### src/rtl/seq_divider_if.sv
// Request/result bundle for the iterative restoring divider.
// The requester side is master and the divider side is slave.
interface seq_divider_if #(
   parameter int WIDTH = 8
);
   logic                 start;
   logic                 enable;
   logic [2*WIDTH-1:0]   dataa;
   logic [WIDTH-1:0]     datab;
   logic                 busy;
   logic                 done;
   logic [2*WIDTH-1:0]   quot;
   logic [WIDTH-1:0]     rem;
   logic                 dbz;

   modport master (
      output start, enable, dataa, datab,
      input  busy, done, quot, rem, dbz
   );

   modport slave (
      input  start, enable, dataa, datab,
      output busy, done, quot, rem, dbz
   );
endinterface

### src/rtl/seq_divider.sv
// Unsigned restoring divider: 2W-bit dividend by W-bit divisor,
// one quotient bit per enabled cycle, start/busy/done handshake.
module seq_divider #(
   parameter int WIDTH = 8
) (
   input  logic        clk,
   input  logic        reset,
   seq_divider_if.slave bus
);
   localparam int QW = 2 * WIDTH;
   localparam int CW = $clog2(QW);
   localparam logic [CW-1:0] CNT_LAST = CW'(QW - 1);

   localparam logic [0:0] S_IDLE = 1'b0;
   localparam logic [0:0] S_RUN  = 1'b1;

   logic [0:0]        state_q, state_d;
   logic [CW-1:0]     cnt_q, cnt_d;
   logic [WIDTH:0]    r_q, r_d;
   logic [QW-1:0]     q_q, q_d;
   logic [WIDTH-1:0]  d_q, d_d;
   logic [QW-1:0]     quot_q, quot_d;
   logic [WIDTH-1:0]  rem_q, rem_d;
   logic              dbz_q, dbz_d;
   logic              done_q, done_d;

   logic [WIDTH:0]    t;
   logic              ge;
   logic [WIDTH:0]    r_nxt;
   logic [QW-1:0]     q_nxt;

   // One restoring step; R < D holds, so T fits in WIDTH+1 bits.
   always_comb begin
      t     = {r_q[WIDTH-1:0], q_q[QW-1]};
      ge    = (t >= {1'b0, d_q});
      r_nxt = ge ? (t - {1'b0, d_q}) : t;
      q_nxt = {q_q[QW-2:0], ge};
   end

   always_comb begin
      state_d = state_q;
      cnt_d   = cnt_q;
      r_d     = r_q;
      q_d     = q_q;
      d_d     = d_q;
      quot_d  = quot_q;
      rem_d   = rem_q;
      dbz_d   = dbz_q;
      done_d  = 1'b0;
      case (state_q)
         S_IDLE: begin
            if (bus.start) begin
               if (bus.datab == '0) begin
                  quot_d = '1;
                  rem_d  = bus.dataa[WIDTH-1:0];
                  dbz_d  = 1'b1;
                  done_d = 1'b1;
               end else begin
                  q_d     = bus.dataa;
                  r_d     = '0;
                  d_d     = bus.datab;
                  cnt_d   = '0;
                  state_d = S_RUN;
               end
            end
         end
         S_RUN: begin
            if (bus.enable) begin
               q_d   = q_nxt;
               r_d   = r_nxt;
               cnt_d = cnt_q + CW'(1);
               if (cnt_q == CNT_LAST) begin
                  quot_d  = q_nxt;
                  rem_d   = r_nxt[WIDTH-1:0];
                  dbz_d   = 1'b0;
                  done_d  = 1'b1;
                  state_d = S_IDLE;
               end
            end
         end
         default: state_d = S_IDLE;
      endcase
   end

   always_ff @(posedge clk) begin
      if (reset) begin
         state_q <= S_IDLE;
         cnt_q   <= '0;
         r_q     <= '0;
         q_q     <= '0;
         d_q     <= '0;
         quot_q  <= '0;
         rem_q   <= '0;
         dbz_q   <= 1'b0;
         done_q  <= 1'b0;
      end else begin
         state_q <= state_d;
         cnt_q   <= cnt_d;
         r_q     <= r_d;
         q_q     <= q_d;
         d_q     <= d_d;
         quot_q  <= quot_d;
         rem_q   <= rem_d;
         dbz_q   <= dbz_d;
         done_q  <= done_d;
      end
   end

   assign bus.busy = (state_q == S_RUN);
   assign bus.done = done_q;
   assign bus.quot = quot_q;
   assign bus.rem  = rem_q;
   assign bus.dbz  = dbz_q;
endmodule

### src/flat_wrapper.sv
// flat-port wrapper written by rule: the top's interface ports become plain ports
module seq_divider_flat 
#(
   parameter int WIDTH = 8
)
  (clk, reset, bus_start, bus_enable, bus_dataa, bus_datab, bus_busy, bus_done, bus_quot, bus_rem, bus_dbz);
  seq_divider_if #(.WIDTH(WIDTH)) bus_i ();
  input  logic clk;
  input  logic reset;
  input wire logic [$bits(bus_i.start)-1:0] bus_start;
  input wire logic [$bits(bus_i.enable)-1:0] bus_enable;
  input wire logic [$bits(bus_i.dataa)-1:0] bus_dataa;
  input wire logic [$bits(bus_i.datab)-1:0] bus_datab;
  output wire logic [$bits(bus_i.busy)-1:0] bus_busy;
  output wire logic [$bits(bus_i.done)-1:0] bus_done;
  output wire logic [$bits(bus_i.quot)-1:0] bus_quot;
  output wire logic [$bits(bus_i.rem)-1:0] bus_rem;
  output wire logic [$bits(bus_i.dbz)-1:0] bus_dbz;
  assign bus_i.start = bus_start;
  assign bus_i.enable = bus_enable;
  assign bus_i.dataa = bus_dataa;
  assign bus_i.datab = bus_datab;
  assign bus_busy = bus_i.busy;
  assign bus_done = bus_i.done;
  assign bus_quot = bus_i.quot;
  assign bus_rem = bus_i.rem;
  assign bus_dbz = bus_i.dbz;
  seq_divider #(.WIDTH(WIDTH)) u_core (.clk(clk), .reset(reset), .bus(bus_i));
endmodule
### config.mk
export PLATFORM = sky130hd
export DESIGN_NAME = seq_divider_flat
export DESIGN_NICKNAME = d
export VERILOG_FILES = /design/src/rtl/seq_divider_if.sv /design/src/rtl/seq_divider.sv /design/src/flat_wrapper.sv
export SDC_FILE = /design/constraint.sdc
export NUM_CORES = 1
export LEC_CHECK = 0
export ABC_AREA = 1
export CAP_MARGIN = 30
export CORE_UTILIZATION = 60
export CTS_BUF_LIST = sky130_fd_sc_hd__clkbuf_2
export DETAILED_ROUTE_END_ITERATION = 16
export DONT_BUFFER_PORTS = 1
export GPL_ROUTABILITY_DRIVEN = 1
export PLACE_DENSITY = 0.76
export RECOVER_POWER = 100
export SLEW_MARGIN = 30
export SYNTH_ARGS = -nofsm -noshare
export SYNTH_HDL_FRONTEND = slang
export SYNTH_SLANG_ARGS = --single-unit
### constraint.sdc
create_clock -name clk -period 3 [get_ports clk]
set_input_delay 0.3 -clock clk [delete_from_list [all_inputs] [get_ports clk]]
set_output_delay 0.3 -clock clk [all_outputs]
set_load 0.01 [all_outputs]
==> impl_summary.txt, run 1 <==
----------------------------------------------------
[Status]
  Run status ... finished clean

[Timing]
  Post-Route Skew ... ~0.026 ns
  Final max-slew violation count ... 0
  Final critical delay including setup and external delays ... between 2 and 3 ns
  Fin crit share ... 0.8370
  Slack of the critical path ... between 0.4 and 0.5 ns
  # setup viols final ... 0
  Setup_tns ... 0 ns
  Relative slew slack ... 0.4461
  Slew at the pin closest to its max-slew limit ... 0.8288 ns
  Max Clock Freq ... 0.3982 GHz
  Unrepaired setup endpoints after global routing ... no
  Final hold violation count ... 0

[Critical path]
  Crit path DAT ... around 3 ns
  Kind of cell with the highest combined delay on the critical path ... simple AND/OR/NAND/NOR gates
  Crit path required time ... between 3 and 4 ns
  Origin of the worst setup path ... u_core.bus.busy$_SDFF_PP0_
  Worst Setup Start Kind ... register
  Bufs and invs on worst path ... 2
  Peak fanout along the critical path ... 52
  Slowest stage cell, crit path ... sky130_fd_sc_hd__dlygate4sd3_1
  Type of the worst setup path ... register to register
  Startpoint of the most critical register-to-register path ... u_core.bus.busy$_SDFF_PP0_
  Maximum single-stage delay on the critical path ... a little under 0.6 ns
  Ordered cell list for the critical path ... buf_4, nor2_1, o21ai_4, nand2_4, nor2_1, a311oi_2, dlygate4sd3_1
  Most frequent cell on the critical path ... sky130_fd_sc_hd__nor2_1
  CP endpoint kind ... register

[Floorplanning]
  Number of top-level design ports ... 55
  Row count ... 26
  Area inside the core boundary ... 5205 um^2
  DIE HEIGHT ... about 76 um
  Die area ... 5778 um^2
  Starting density of the core ... 0.6315
  Overall die width ... 76.02 um

[Final layout]
  Number of standard cells in the layout, taps in and fillers out ... 537
  Ratio of cells with drive above 1 in the final layout ... 0.07923
  Leading cell type in the layout, fill and taps excluded ... sky130_fd_sc_hd__nand2_1
  Area growth from synthesis to layout ... 10.39%
  Antenna Diode Count ... 0
  Number of nets at the end of the flow ... roughly 500
  Most used cells in the layout excluding fill and tap cells ... sky130_fd_sc_hd__nand2_1, sky130_fd_sc_hd__inv_1, sky130_fd_sc_hd__dfxtp_1
  Utilization of the core after routing ... 0.6971

[Detailed routing]
  DRC ... 0
  Final ANT Viol Nets ... 0
  Routed len/inst ... 14.99 um
  Mean number of vias per cell ... 5.648
  Overall via count from detail_route ... 3033
  1st-iter DRT viols ... 223
  Number of detailed-routing iterations run before antenna repair ... 5
  Post-detailed-routing wire length ... 8.052 mm

[Clock network]
  Maximum level of the CTS H-tree ... 3
  Maximum buffer depth of the clock tree ... 2
  Number of sinks driven by the clock tree ... 63
  Clk Tree Root Cell ... sky130_fd_sc_hd__clkbuf_2
  TritonCTS Buffers ... 9
  Post-CTS repair timing setup buffer count ... 0
  TritonCTS clock tree ... yes
  Clock transition at the registers of the reported paths ... between 0.15 and 0.2 ns
  Clock latency on the worst-skew pair ... between 0.5 and 0.6 ns

[Yosys]
  Register bit total from synthesis ... 63
  Number of enable flip-flop cells after synthesis ... 0
  Post-synthesis cell area ... 3287 um^2
  Number of standard cells after synthesis ... 446
  Cell type with the highest aggregate area in the netlist ... sky130_fd_sc_hd__dfxtp_1
  Ys async rst share ... 0
  Sequential cell area fraction in the yosys report ... 0.3837
  Synth Flop Type ... sky130_fd_sc_hd__dfxtp_1
  Top cell type's share of synthesized area ... 0.3837
  Ys Warns ... 0
  Net count after synthesis ... about 480
  Number of library cell types mapped by synthesis ... 33
  Average footprint of a synthesized cell ... 7.370 um^2
  Synth area leaders ... sky130_fd_sc_hd__dfxtp_1, sky130_fd_sc_hd__nand2_1, sky130_fd_sc_hd__inv_1, sky130_fd_sc_hd__nand3_1, sky130_fd_sc_hd__o221ai_1

[Power]
  Pleak ... 1.869 nW
  Pwr dens ... 547.1 nW/um^2
  Largest vdd supply drop ... 398.2 uV
  Total power ... 1.985 mW

[Placed design]
  Global placer's final weighted congestion ... 0.8885
  Setup slack after placement ... 1.069 ns
  Placed Cells incl. Taps ... ~500
  Placed wire-length estimate after detailed placement ... about 5.5 mm
  Input/output buffers ... 0

[Hold path]
  Path category of the worst min-delay check ... input port to register
  Start point of the worst hold path ... bus_dataa[3]

[GRT]
  Most used routing layer in global routing ... met2
  Global routing usage on met3 ... 0.06467
  Initial antenna violation count ... 0
  Total global routing overflow ... 0
  GRT met1 Usage ... 0.3856
  Number of global-route vias before repair ... 2791
  Pin count of the biggest net entering global routing ... 53
  First-pass GRT wire length ... 13.10 mm
  GRT Overall Usage ... 0.2881
  Met2 Track Usage GR ... 0.4482

[Job]
  Max-cap viol count ... 0

----------------------------------------------------
-- Yosys cell counts, types with 4 or more instances --
cell                       number
sky130_fd_sc_hd__a21oi_1       24
sky130_fd_sc_hd__buf_2          5
sky130_fd_sc_hd__o21ai_1       11
sky130_fd_sc_hd__buf_4          6
sky130_fd_sc_hd__ha_1           9
sky130_fd_sc_hd__inv_2          4
sky130_fd_sc_hd__a311oi_2       8
sky130_fd_sc_hd__a31oi_1        6
sky130_fd_sc_hd__o221ai_1      15
sky130_fd_sc_hd__nand4_1       10
sky130_fd_sc_hd__dfxtp_1       63
sky130_fd_sc_hd__o21ai_0       24
sky130_fd_sc_hd__nand3_1       33
sky130_fd_sc_hd__nor2_1        29
sky130_fd_sc_hd__nand2_1       91
sky130_fd_sc_hd__inv_1         79
sky130_fd_sc_hd__clkbuf_1       8
-- worst min-delay path, cell delays in order --
cell                      delay [ns]
sky130_fd_sc_hd__a21oi_1        0.05
sky130_fd_sc_hd__nand3_1        0.08
sky130_fd_sc_hd__nand2_1        0.05
sky130_fd_sc_hd__inv_1          0.04
-- worst paths after layout --
| kind | endpoint | slack [ns] | depth (start not counted) |
|---|---|---|---|
| worst max-delay path | u_core.q_q[10]$_SDFFE_PP0P_ | 0.49 | 7 |
| worst min-delay path | u_core.bus.rem[3]$_SDFFE_PP0P_ | 0.003 | 4 |
| worst max register to register | u_core.q_q[10]$_SDFFE_PP0P_ | 0.49 | 7 |
| worst min register to register | u_core.d_q[3]$_SDFFE_PP0P_ | 0.49 | 2 |
-- sequential cells by signal (all words and copies together) (netlist names) --
signal           cells
u_core.d_q           8
u_core.bus.rem       8
u_core.q_q          16
u_core.r_q           8
u_core.bus.done      1
u_core.bus.busy      1
u_core.cnt_q         4
u_core.bus.quot     16
u_core.bus.dbz       1
-- final cells by class --
| class | count | area (um^2) |
|---|---|---|
| Timing Repair Buffer | 27 | 262.8 |
| Multi-Input combinational cell | 279 | 1579 |
| Fill cell | 445 | 1577 |
| Inverter | 83 | 311.5 |
| Clock buffer | 11 | 55.05 |
| Clock inverter | 4 | 71.32 |
| Sequential cell | 63 | 1261 |
| Tap cell | 70 | 87.58 |
-- logic make-up (layout without fill, tap and decap cells) --
family,Yosys count,after routing,synth area share
buffers and inverters,104,125,0.1298
AND/OR/NAND/NOR,174,174,0.2459
flip-flops,63,63,0.3837
AO/OA/AOI/OAI,91,91,0.1896
XOR/XNOR,4,4,0.01066
adder cells (fa/ha/maj),10,10,0.04035
-- repair_timing --
action,in CTS,in global routing
gates resized for setup,0,0
hold buffers,24,0
endpoints found under the hold margin,25,0
-- metrics by stage --
stage	hold WS [ns]	instance area (um^2)
floorplan	0.4353	3287
global placement	0.3728	3282
detailed placement	0.3760	3282
CTS	0.0005908	3649
global route	0.003152	3628
finish	0.002734	3628
-- layer usage --
layer	wire [um]	up-vias
li1	-	1498
met2	3721	103
met3	519	16
met4	166	0
met1	3644	1416
met5	0	-
-- where the power goes --
part | switching, mW | internal [mW]
Combinational | 0.311 | 0.172
Sequential | 0.0362 | 0.885
Clock | 0.306 | 0.276
Note: power is estimated with default switching activity, not from simulation.
==> inputs of run 2 (changes only) <==
--- a/config.mk
+++ b/config.mk
@@ -5,7 +5,7 @@
 export SDC_FILE = /design/constraint.sdc
 export NUM_CORES = 1
 export LEC_CHECK = 0
-export ABC_AREA = 1
+export ABC_AREA = 0
 export CAP_MARGIN = 30
 export CORE_UTILIZATION = 60
 export CTS_BUF_LIST = sky130_fd_sc_hd__clkbuf_2
==> constraint.sdc (replaced) <==
create_clock -name clk -period 2.5 [get_ports clk]
set_input_delay 0.25 -clock clk [delete_from_list [all_inputs] [get_ports clk]]
set_output_delay 0.25 -clock clk [all_outputs]
set_load 0.01 [all_outputs]
==> run 2 against run 1 <==
Setup slack got worse by 0.29 ns. Critical path type unchanged. Global-route usage down 0.060 points. Via count down 15%. Critical path depth up 1. Largest cell class unchanged.
==> impl_summary.txt, run 2 <==
----------------------------------------------------
[Status]
  Run status ... finished clean

[GRT]
  Pin count of the biggest net entering global routing ... 57 (+7.5%)
  Initial antenna violation count ... 0 (unchanged)
  First-pass GRT wire length ... 11.42 mm (-13%)
  Total global routing overflow ... 0 (unchanged)
  Number of global-route vias before repair ... 2405 (-14%)
  GRT Overall Usage ... 0.2875 (-0.0006034)

[Critical path]
  Ordered cell list for the critical path ... inv_1, ha_1, a21oi_2, a21bo_1, o221ai_4, nand2_4, mux2_4, a2111oi_2
  Crit path required time ... 2.90 ns (-0.58 ns)
  Type of the worst setup path ... register to register
  Crit path DAT ... 2.70 ns (-0.29 ns)
  Peak fanout along the critical path ... 8 (-85%)
  CP endpoint kind ... register
  Worst Setup Start Kind ... register
  Maximum single-stage delay on the critical path ... 0.39 ns (-0.19 ns)
  Slowest stage cell, crit path ... sky130_fd_sc_hd__ha_1

[Floorplanning]
  Row count ... 25 (-3.8%)
  Area inside the core boundary ... 4723 um^2 (-9.3%)
  DIE HEIGHT ... 72.05 um (-5.2%)
  Starting density of the core ... 0.6233 (-0.008179)
  Overall die width ... 72.05 um (-5.2%)
  Die area ... 5191 um^2 (-10%)
  Number of top-level design ports ... 55 (unchanged)

[Yosys]
  Post-synthesis cell area ... 2944 um^2 (-10%)
  Number of enable flip-flop cells after synthesis ... 0 (unchanged)
  Register bit total from synthesis ... 63 (unchanged)
  Most instantiated cells after synthesis ... sky130_fd_sc_hd__nor2_1, sky130_fd_sc_hd__dfxtp_1, sky130_fd_sc_hd__nand2_1, sky130_fd_sc_hd__a21oi_1, sky130_fd_sc_hd__nor3_1
  Average footprint of a synthesized cell ... 8.509 um^2 (+15%)
  Top cell type's share of synthesized area ... 0.4284 (+0.04468)
  Ys async rst share ... 0 (unchanged)
  Net count after synthesis ... 384 (-21%)
  Sequential cell area fraction in the yosys report ... 0.4284 (+0.04468)
  Number of library cell types mapped by synthesis ... 45 (+36%)
  Most frequent cell after synthesis ... sky130_fd_sc_hd__nor2_1
  Synth area leaders ... sky130_fd_sc_hd__dfxtp_1, sky130_fd_sc_hd__nor2_1, sky130_fd_sc_hd__mux2i_1, sky130_fd_sc_hd__a21oi_1, sky130_fd_sc_hd__a211oi_1
  Ys Warns ... 0 (unchanged)
  Synth Flop Type ... sky130_fd_sc_hd__dfxtp_1
  Cell type with the highest aggregate area in the netlist ... sky130_fd_sc_hd__dfxtp_1
  Number of standard cells after synthesis ... 346 (-22%)

[Timing]
  Fin crit share ... 0.9217 (+0.08465)
  Hold_ws ... 0.01497 ns (+0.01224 ns)
  Slack of the critical path ... 0.1959 ns (-0.2931 ns)
  Setup_tns ... 0 ns (unchanged)
  # setup viols final ... 0 (unchanged)
  Final critical delay including setup and external delays ... 2.304 ns (-0.2069 ns)
  Max Clock Freq ... 0.4340 GHz (+9.0%)
  Slew at the pin closest to its max-slew limit ... 1.456 ns (+0.6271 ns)
  Relative slew slack ... 0.02940 (-0.4167)
  Final max-slew violation count ... 0 (unchanged)
  Unrepaired setup endpoints after global routing ... no
  Final hold violation count ... 0 (unchanged)
  Post-Route Skew ... 0.02082 ns (-0.005596 ns)

[Final layout]
  Post-route cell area ... 3348 um^2 (-7.7%)
  Antenna Diode Count ... 0 (unchanged)
  Utilization of the core after routing ... 0.7089 (+0.01176)
  Number of filler instances in the final layout ... 379 (-15%)
  Number of standard cells in the layout, taps in and fillers out ... 441 (-18%)
  Area growth from synthesis to layout ... 13.73%
  Most used cells in the layout excluding fill and tap cells ... sky130_fd_sc_hd__nor2_1, sky130_fd_sc_hd__dfxtp_1, sky130_fd_sc_hd__nand2_1
  Number of nets at the end of the flow ... 407 (-19%)
  Ratio of cells with drive above 1 in the final layout ... 0.07219 (-0.007037)
  Leading cell type in the layout, fill and taps excluded ... sky130_fd_sc_hd__nor2_1

[Placed design]
  Placed wire-length estimate after detailed placement ... 4.802 mm (-13%)
  Setup slack after placement ... 0.2397 ns (-0.8298 ns)
  Placed Cells incl. Taps ... 400 (-20%)
  Post-place instance area ... 2985 um^2 (-9.0%)
  Input/output buffers ... 0 (unchanged)
  Global placer's final weighted congestion ... 0.9292 (+4.6%)

[Clock network]
  Post-CTS repair timing setup buffer count ... 0 (unchanged)
  Number of sinks driven by the clock tree ... 63 (unchanged)
  Maximum level of the CTS H-tree ... 3 (unchanged)
  Maximum buffer depth of the clock tree ... 2 (unchanged)
  Clk Tree Root Cell ... sky130_fd_sc_hd__clkbuf_2
  TritonCTS clock tree ... yes
  TritonCTS Buffers ... 9 (unchanged)
  Clock transition at the registers of the reported paths ... 0.17 ns (about the same)
  Clock latency on the worst-skew pair ... 0.50 ns (-0.02 ns)

[Detailed routing]
  Final ANT Viol Nets ... 0 (unchanged)
  Number of detailed-routing iterations run before antenna repair ... 7 (+2)
  Mean number of vias per cell ... 5.844 (+3.5%)
  DRC ... 0 (unchanged)
  Routed len/inst ... 16.13 um (+7.6%)
  Post-detailed-routing wire length ... 7.112 mm (-12%)
  Overall via count from detail_route ... 2577 (-15%)
  1st-iter DRT viols ... 180 (-19%)

[Power]
  Largest vdd supply drop ... 491.9 uV (+24%)
  Total power ... 2.242 mW (+13%)
  Pwr dens ... 669.6 nW/um^2 (+22%)
  Pleak ... 1.282 nW (-31%)

[Job]
  Max-cap viol count ... 0 (unchanged)

[Hold path]
  Path category of the worst min-delay check ... input port to register

----------------------------------------------------
## run 2: cell count changes after synthesis, sizes merged, moves of 6 or more
cell	previous run	this run
nor2	31	65
nand2	94	33
inv	83	11
nand3	36	6
o21ai	36	8
a311oi	8	2
nor3	0	23
o221ai	15	1
mux2i	0	18
nand4	11	2
a211oi	1	16
buf	13	7
## run 2: per-layer routing
metal / vias up / share of wire / global-route usage / wire length [um]
li1: 1259 / - / - / -
met1: 1232 / 0.46 / 0.3855 / 3292
met2: 74 / 0.47 / 0.4476 / 3328
met3: 12 / 0.053 / 0.06389 / 379
met4: 0 / 0.016 / 0.1264 / 111
met5: - / 0 / 0 / 0
## run 2: cells by family after synthesis
| group | after synthesis | synth area share |
|---|---|---|
| compound gates | 72 | 0.1747 |
| xor+xnor | 7 | 0.02082 |
| fa+ha+maj | 10 | 0.04505 |
| buf+inv | 31 | 0.04632 |
| flops | 63 | 0.4284 |
| mux | 19 | 0.06630 |
| simple gates | 144 | 0.2185 |
## run 2: final timing paths
path | startpoint | end | slack (ns) | cells after the start
setup reg to reg | u_core.d_q[2]$_SDFFE_PP0P_ | u_core.bus.rem[0]$_SDFFE_PP0P_ | 0.20 | 8
setup / recovery | u_core.d_q[2]$_SDFFE_PP0P_ | u_core.bus.rem[0]$_SDFFE_PP0P_ | 0.20 | 8
hold / removal | bus_dataa[1] | u_core.q_q[1]$_SDFFE_PP0P_ | 0.01 | 2
hold reg to reg | u_core.d_q[4]$_SDFFE_PP0P_ | u_core.d_q[4]$_SDFFE_PP0P_ | 0.47 | 2
## run 2: cell type report
cell class / count / area [um^2] / share of cell area
sequential: 63 / 1261 / 0.3767
tap: 67 / 83.83 / 0.02504
clock inverter: 7 / 87.58 / 0.02616
timing repair buffer: 32 / 295.3 / 0.08819
inverter: 11 / 41.29 / 0.01233
multi-input combinational: 252 / 1534 / 0.4581
clock buffer: 9 / 45.04 / 0.01345
## run 2: worst max-delay path: cells and delay by family, from the launching register on
family | cells | cell delay [ns]
adders and majority gates | 1 | 0.39
muxes | 1 | 0.32
DFF | 1 | 0.37
buffers and inverters | 1 | 0.04
and+or+nand+nor | 1 | 0.12
AOI/OAI and AO/OA | 4 | 0.96
## run 2: timing repair
item,CTS,global route
hold buffers,24,1
hold endpoints to repair,57,1
resized for setup,0,0
## run 2: power breakdown
| group | internal, mW | switching, mW | leakage, nW |
|---|---|---|---|
| logic | 0.192 | 0.261 | 0.695 |
| registers | 1.05 | 0.0386 | 0.513 |
| clock network | 0.322 | 0.377 | 0.0730 |
